`config.mk`:
```
export PLATFORM = sky130hd
export DESIGN_NAME = mux_nto1_scan
export DESIGN_NICKNAME = d
export VERILOG_FILES = /design/src/rtl/mux_nto1_scan.sv
export SDC_FILE = /design/constraint.sdc
export NUM_CORES = 1
export LEC_CHECK = 0
export BUFFER_PORTS_ARGS = -buffer_cell sky130_fd_sc_hd__buf_2
export CAP_MARGIN = 15
export CORE_MARGIN = 1
export CORE_UTILIZATION = 47
export DETAILED_ROUTE_END_ITERATION = 12
export PLACE_DENSITY = 0.87
export SLEW_MARGIN = 40
export SYNTH_ARGS = -nofsm -noshare
export SYNTH_HDL_FRONTEND = slang
export SYNTH_SLANG_ARGS = --single-unit
```
`constraint.sdc`:
```
create_clock -name clk -period 2.6 [get_ports clk]
set_clock_uncertainty 0.15 [all_clocks]
set_input_delay 0 -clock clk [delete_from_list [all_inputs] [get_ports clk]]
set_output_delay 0 -clock clk [all_outputs]
set_load 0.01 [all_outputs]
```
`src/rtl/mux_nto1_scan.sv`:
```
// N-channel, WIDTH-bit registered multiplexer with manual select and a
// round-robin scan mode that dwells DWELL cycles on each enabled channel.
module mux_nto1_scan #(
  parameter int WIDTH = 8,
  parameter int N     = 4,
  parameter int DWELL = 1,
  parameter int SEL_W = $clog2(N)
) (
  input  logic                 clk,
  input  logic                 rst,
  input  logic [N*WIDTH-1:0]   data_in,
  input  logic [SEL_W-1:0]     sel,
  input  logic                 mode,
  input  logic                 en,
  input  logic [N-1:0]         ch_mask,
  output logic [WIDTH-1:0]     y,
  output logic [SEL_W-1:0]     y_sel,
  output logic                 y_valid,
  output logic                 wrap
);

  localparam int DW_W = $clog2(DWELL + 1);
  localparam logic [DW_W-1:0] DWELL_C = DW_W'(DWELL);

  typedef enum logic {ST_MAN, ST_SCAN} state_t;

  state_t            r_state, w_state;
  logic [WIDTH-1:0]  r_y, w_y;
  logic [SEL_W-1:0]  r_ysel, w_ysel;
  logic              r_valid, w_valid;
  logic              r_wrap, w_wrap;
  logic [SEL_W-1:0]  r_ptr, w_ptr;
  logic [DW_W-1:0]   r_dwell, w_dwell;
  logic [SEL_W-1:0]  w_low, w_nxt, w_j;

  // Compare against every legal index so out-of-range selects yield zero.
  function automatic logic [WIDTH-1:0] chan(input logic [N*WIDTH-1:0] d,
                                            input logic [SEL_W-1:0]   idx);
    chan = '0;
    for (int k = 0; k < N; k++)
      if (idx == SEL_W'(k)) chan = d[k*WIDTH +: WIDTH];
  endfunction

  always_comb begin
    w_low = '0;
    for (int k = N - 1; k >= 0; k--)
      if (ch_mask[k]) w_low = SEL_W'(k);
  end

  // Circular search after r_ptr; smallest offset wins, offset N is r_ptr itself.
  always_comb begin
    w_nxt = r_ptr;
    w_j   = '0;
    for (int i = N; i >= 1; i--) begin
      w_j = SEL_W'((int'(r_ptr) + i) % N);
      if (ch_mask[w_j]) w_nxt = w_j;
    end
  end

  always_comb begin
    w_state = r_state;
    w_y     = r_y;
    w_ysel  = r_ysel;
    w_valid = 1'b0;
    w_wrap  = 1'b0;
    w_ptr   = r_ptr;
    w_dwell = r_dwell;
    if (en) begin
      if (!mode) begin
        w_state = ST_MAN;
        w_ysel  = sel;
        if (int'(sel) < N) begin
          w_y     = chan(data_in, sel);
          w_valid = 1'b1;
        end else begin
          w_y = '0;
        end
      end else if (ch_mask == '0) begin
        w_state = ST_SCAN;
        w_y     = '0;
        w_dwell = '0;
      end else if (r_state == ST_MAN || r_dwell == '0) begin
        w_state = ST_SCAN;
        w_ptr   = w_low;
        w_ysel  = w_low;
        w_y     = chan(data_in, w_low);
        w_valid = 1'b1;
        w_dwell = DW_W'(1);
      end else if (!ch_mask[r_ptr] || r_dwell == DWELL_C) begin
        w_ptr   = w_nxt;
        w_ysel  = w_nxt;
        w_y     = chan(data_in, w_nxt);
        w_valid = 1'b1;
        w_dwell = DW_W'(1);
        w_wrap  = (w_nxt <= r_ptr);
      end else begin
        w_ysel  = r_ptr;
        w_y     = chan(data_in, r_ptr);
        w_valid = 1'b1;
        w_dwell = r_dwell + DW_W'(1);
      end
    end
  end

  always_ff @(posedge clk) begin
    if (rst) begin
      r_state <= ST_MAN;
      r_y     <= '0;
      r_ysel  <= '0;
      r_valid <= 1'b0;
      r_wrap  <= 1'b0;
      r_ptr   <= '0;
      r_dwell <= '0;
    end else begin
      r_state <= w_state;
      r_y     <= w_y;
      r_ysel  <= w_ysel;
      r_valid <= w_valid;
      r_wrap  <= w_wrap;
      r_ptr   <= w_ptr;
      r_dwell <= w_dwell;
    end
  end

  assign y       = r_y;
  assign y_sel   = r_ysel;
  assign y_valid = r_valid;
  assign wrap    = r_wrap;

endmodule

```
==> flow_summary.toml, run 1 <==
[outcome]
outcome = "finished, final reports clean"

[yosys]
yosysMostFrequentCell = "a21oi_1"
yosysTopAreaCell = "dfxtp_1"
synth_edf_count = 0
async_flop_share_pct = 0
syn-num-nets = 257
synthTopCellsByArea = "dfxtp_1, mux4_2, a21oi_1"
syn-cell-area_um2 = 1760
netlist_top_cells_count = "a21oi_1, nor2_1, dfxtp_1, clkbuf_1, nand2_1"
synth_top_area_share_pct = 18.2
netlist-cell-type-count = 38
syn_inst = 212
avgSynthCellArea_um2 = 8.30
yosys_warnings = 0
ys_seq_area_share_pct = 18.2
synth_top_flop_cell = "dfxtp_1"
yosys_register_bits = 16

[placement]
place_congestion = 0.854
place_hpwl_mm = 3.67
io_buffers = 53

[global_routing]
grt_pass1_vias = 1711
grt_pass1_wl_mm = 8.06
met3_usage_pct = 0.725
grt_max_degree = 20
antenna_found_initial = 0
grt_remaining_overflow = 0
grt_use_met1_pct = 36.1
busiest_layer = "met2"
grt_usage_pct = 25.8
grt.met2_usage_pct = 41.3

[die]
rows = 21
die_w_um = 63.2
start_util_pct = 50.7
core_um2 = 3470
dieArea_um2 = 3990
die_h_um = 63.2
pin_count = 54

[layout]
drive_gt1_share_pct = 34.2
fin_nets = 309
syn2layout_area_growth_pct = 25.4
antenna_cells = 0
n_fill_cell = 304

[cts]
clkTransAtPathRegs_ns = 0.07
cts_buffers = 3
cts-root-buf = "clkbuf_8"
cts_tree = "done"
h-tree-depth = 1
clockBufferDepth = 2
cts.sinks = 16
insertion_delay_ns = 0.26

[sta]
setup_violations = 0
rsz0062_at_grt = "yes"
finalHoldViolCount = 0
fin_crit_ns = 2.55
max-slew-margin-rel_pct = 57.7
fin_hold_ws_ns = 0.0456
maxSlewViolCount = 0
period_share_pct = 98.2
tightestPinTransition_ns = 0.634
fmax_mhz = 392

[power_and_ir_drop]
power_density_nw_per_um2 = 391
total_power_uw = 861
leakagePower_uw = 0.000870
peakVddDrop_mv = 0.171

[critical_path]
crit_arrival_ns = 2.52
end_kind = "flip-flop"
required_ns = 2.57
cp-startpoint = "r_ptr[0]"
reg2reg_from = "r_ptr[0]"
worstSetupPathType = "reg2reg"
path_max_fanout = 6
critPathLaunchType = "flip-flop"

[drt]
viasPerCell = 6.30
drc = 0
drtIter0Drc = 205
dr_total_vias = 1948
routed_wl_mm = 5.18
wl_per_cell_um = 16.8
drt_pre_antenna_iters = 5
ant_nets = 0

[min_path]
hold_path.class = "in2reg"
min-delay-start = "data_in[25]"

[job]
maxCapViolations = 0
[final cells by class]
class	count	area [µm²]	area share [%]
clock buffer	4	55.1	2.50
inverter	8	32.5	1.47
multi-input combinational	171	1380	62.6
sequential	16	324	14.7
tap	46	57.6	2.61
timing repair buffer	64	357	16.2
[power breakdown]
group / switching, µW / internal, µW / total, µW
combinational: 184 / 173 / 357
sequential: 9.66 / 261 / 271
clock: 99.0 / 135 / 234
[cell families after synthesis]
logic type | after synthesis | synth area share (%)
AOI/OAI and AO/OA | 74 | 28.2
muxes | 22 | 24.5
adders and majority gates | 3 | 2.13
and+or+nand+nor | 72 | 20.8
DFF | 16 | 18.2
buffers and inverters | 25 | 6.19
[stage by stage]
stage | setup WS (ns) | instances | TNS (ns) | utilization (%) | area [µm²]
detailed placement | 0.00937 | 302 | 0 | 59.8 | 2080
global placement | 0.0818 | 302 | 0 | 59.8 | 2080
floorplan | -0.0445 | 212 | -0.133 | - | 1770
finish | 0.0470 | 309 | 0 | 63.6 | 2210
global route | -0.0653 | 309 | -0.273 | 63.6 | 2210
CTS | 0.00298 | 308 | 0 | 62.0 | 2150
[layer usage]
metal | share of wire, % | vias to the layer above | wire, µm
met4 | 2.2 | 0 | 114
met5 | 0 | - | 0
met2 | 48 | 124 | 2480
met3 | 7.5 | 14 | 391
met1 | 42 | 897 | 2200
li1 | - | 913 | -
[worst paths after layout]
kind | cells after the start | slack [ns] | end
worst min-delay path | 4 | 0.05 | y[1]
worst max-delay path | 9 | 0.05 | y[5]
worst min register to register | 2 | 0.30 | y_sel[0]
worst max register to register | 9 | 0.05 | y[5]
[layout by cell type, fill, tap and decap left out, drive strengths merged, types with 3 or more instances in the layout]
| master | instances |
|---|---|
| buf | 62 |
| a21oi | 32 |
| nor2 | 23 |
| dfxtp | 16 |
| mux4 | 15 |
| nand2 | 12 |
| o21ai | 9 |
| nand2b | 9 |
| and2 | 8 |
| inv | 8 |
| o22ai | 7 |
| mux2i | 7 |
| nor4 | 7 |
| nor2b | 6 |
| a2111oi | 6 |
| a22o | 5 |
| clkbuf | 4 |
| o2bb2ai | 3 |
| ha | 3 |
[timing repair]
action                                 CTS  global route
endpoints found under the hold margin    5             0
hold buffers                             2             0
gates resized for setup                  0            11
setup endpoints to repair                0             7
buffers inserted                         0             1
[critical path, cell delays in order, from the launching register on]
cell and delay [ns]:
dfxtp_4 0.39, inv_4 0.04, ha_4 0.30, mux2i_4 0.23
a21oi_2 0.08, a311oi_4 0.26, buf_6 0.17, mux4_1 0.53
nor4_1 0.19, a2111oi_1 0.09
[state kept, by name, summed over array words and instances, names as in the netlist]
| name | count |
|---|---|
| r_state | 1 |
| y_sel | 2 |
| r_dwell | 1 |
| y | 8 |
| y_valid | 1 |
| wrap | 1 |
| r_ptr | 2 |
Power figures use the tool's default switching activity.
==> run 2, diff against run 1 <==
- ABC_AREA: unset -> 1
- CORE_UTILIZATION: 47 -> 48
==> flow_summary.toml, run 2 <==
[outcome]
outcome = "finished, final reports clean"

[cts]
insertion_delay_ns = 0.24
clockBufferDepth = 2
cts-root-buf = "clkbuf_8"
cts.sinks = 16
clkTransAtPathRegs_ns = 0.06
cts_tree = "done"
h-tree-depth = 1
cts_buffers = 3
cts_setup_buffers = 0

[layout]
antenna_cells = 0
final_cell_mix = "nand2_1, buf_2, inv_1"
fin_nets = 436
fin_area_um2 = 2300
final_common_cell = "nand2_1"
largest_register_ff_count = 8
drive_gt1_share_pct = 22.4
syn2layout_area_growth_pct = 20.9

[sta]
period_share_pct = 92.1
max-slew-margin-rel_pct = 60.2
fin_crit_ns = 2.39
maxSlewViolCount = 0
setup_violations = 0
finalHoldViolCount = 0
tightestPinTransition_ns = 0.595
setup_tns_ns = 0
fin_ws_ns = 0.205
fmax_mhz = 418
rsz0062_at_grt = "no"

[placement]
place_hpwl_mm = 4.62
place_congestion = 0.955
place_area_um2 = 2200
post-place-ws_ns = 0.165
io_buffers = 53

[critical_path]
worstSetupPathType = "reg2reg"
crit_chain = "inv_4 -> ha_1 -> inv_1 -> nand3_4 -> nand2_2 -> inv_2 -> nand2_1 -> nand2_4 -> nand2_8 -> ha_1 -> inv_1 -> a21oi_1 -> a21oi_1 -> nor4_1"
cp-startpoint = "r_ptr[0]"
max_stage_delay_ns = 0.37
r2r_setup_slack_ns = 0.21
worst_r2r_path_depth = 14
end_kind = "flip-flop"
critPathLaunchType = "flip-flop"
required_ns = 2.60
worstSetupEndpoint = "wrap"
r2r-end = "wrap"
reg2reg_from = "r_ptr[0]"
cpMaxStageDelayCell = "dfxtp_1"
crit_arrival_ns = 2.40
path_max_fanout = 18

[yosys]
syn-num-nets = 379
yosysMostFrequentCell = "nand2_1"
netlist-cell-type-count = 32
syn-cell-area_um2 = 1900
synthTopCellsByArea = "nand2_1, dfxtp_1, inv_1"
synth_edf_count = 0
yosys_warnings = 0
synth_top_flop_cell = "dfxtp_1"
ys_seq_area_share_pct = 16.8
syn_inst = 334
yosys_register_bits = 16
async_flop_share_pct = 0
yosysTopAreaCell = "nand2_1"
avgSynthCellArea_um2 = 5.70
synth_top_area_share_pct = 20.3
netlist_top_cells_count = "nand2_1, inv_1, o21ai_0, a21oi_1, nor2_1"

[global_routing]
grt_usage_pct = 29.2
grt_remaining_overflow = 0
grt_pass1_wl_mm = 9.57
grt_pass1_vias = 2120
antenna_found_initial = 0
grt_max_degree = 19

[drt]
wl_per_cell_um = 13.6
routed_wl_mm = 5.94
drtIter0Drc = 192
ant_nets = 0
drc = 0
viasPerCell = 5.63
drt_pre_antenna_iters = 5
dr_total_vias = 2461

[power_and_ir_drop]
power_density_nw_per_um2 = 427
leakagePower_uw = 0.00119
peakVddDrop_mv = 0.278

[die]
start_util_pct = 50.8
die_w_um = 65.0
pin_count = 54
core_um2 = 3740
rows = 22
die_h_um = 65.0
dieArea_um2 = 4220

[job]
maxCapViolations = 0

[min_path]
hold_path.class = "in2reg"
==> run 2: power by group <==
| group | switching [µW] | internal [µW] |
|---|---|---|
| sequential | 8.91 | 262 |
| combinational | 344 | 189 |
| clock | 76.3 | 103 |
| total | 429 | 554 |
==> run 2: what timing repair did <==
| item | CTS | global route |
|---|---|---|
| endpoints found under the hold margin | 8 | 0 |
| gates resized for setup | 0 | 6 |
| hold buffers | 3 | 0 |
| endpoints found under the setup margin | 0 | 5 |
==> run 2: logic make-up (layout without fill, tap and decap cells) <==
kind of cell,after synthesis,after routing,share of synthesized area (%)
and+or+nand+nor,169,169,40.5
AOI/OAI and AO/OA,84,84,27.1
buffers and inverters,62,117,13.6
DFF,16,16,16.8
adders and majority gates,3,3,1.97
==> run 2: worst min path at each step <==
stage / cells past startpoint / slack [ns] / startpoint / end
final: 5 / 0.02 / data_in[29] / y[5]
after global placement: 2 / 0.13 / rst / r_dwell
after global routing: 5 / 0.04 / data_in[29] / y[5]
after floorplan: 3 / 0.03 / mode / y_valid
after CTS: 5 / 0.02 / data_in[29] / y[5]
after detailed placement: 2 / 0.12 / rst / y_sel[0]
==> run 2: metrics by stage <==
step | cells | utilization [%] | hold slack [ns] | total power [µW]
after floorplan | 334 | - | 0.0330 | 654
after CTS | 437 | 60.6 | 0.0172 | 958
final | 437 | 61.5 | 0.0228 | 982
after global placement | 431 | 58.7 | 0.130 | 770
after global routing | 437 | 61.5 | 0.0410 | 1060
after detailed placement | 431 | 58.7 | 0.123 | 776
==> run 2: layout make-up <==
cell class,count,area (µm²)
flip-flops and latches,16,320
multi-input cells,256,1360
inverters,56,213
well taps,48,60.1
repair buffers,58,310
fillers,391,1440
clock buffers,3,41.3
==> run 2: metal layers <==
layer | GRT usage, % | share of wire [%] | wire length [µm]
met1 | 37.1 | 41 | 2420
met2 | 49.0 | 49 | 2880
met3 | 4.40 | 7.8 | 465
met4 | 10.8 | 2.9 | 174
met5 | 0 | 0 | 0
==> run 2: critical path, delay by kind of cell, from the launching register on <==
family / cells / cell delay [ns]
and+or+nand+nor: 6 / 0.80
DFF: 1 / 0.37
buffers and inverters: 4 / 0.29
AOI/OAI and AO/OA: 2 / 0.18
adders and majority gates: 2 / 0.49
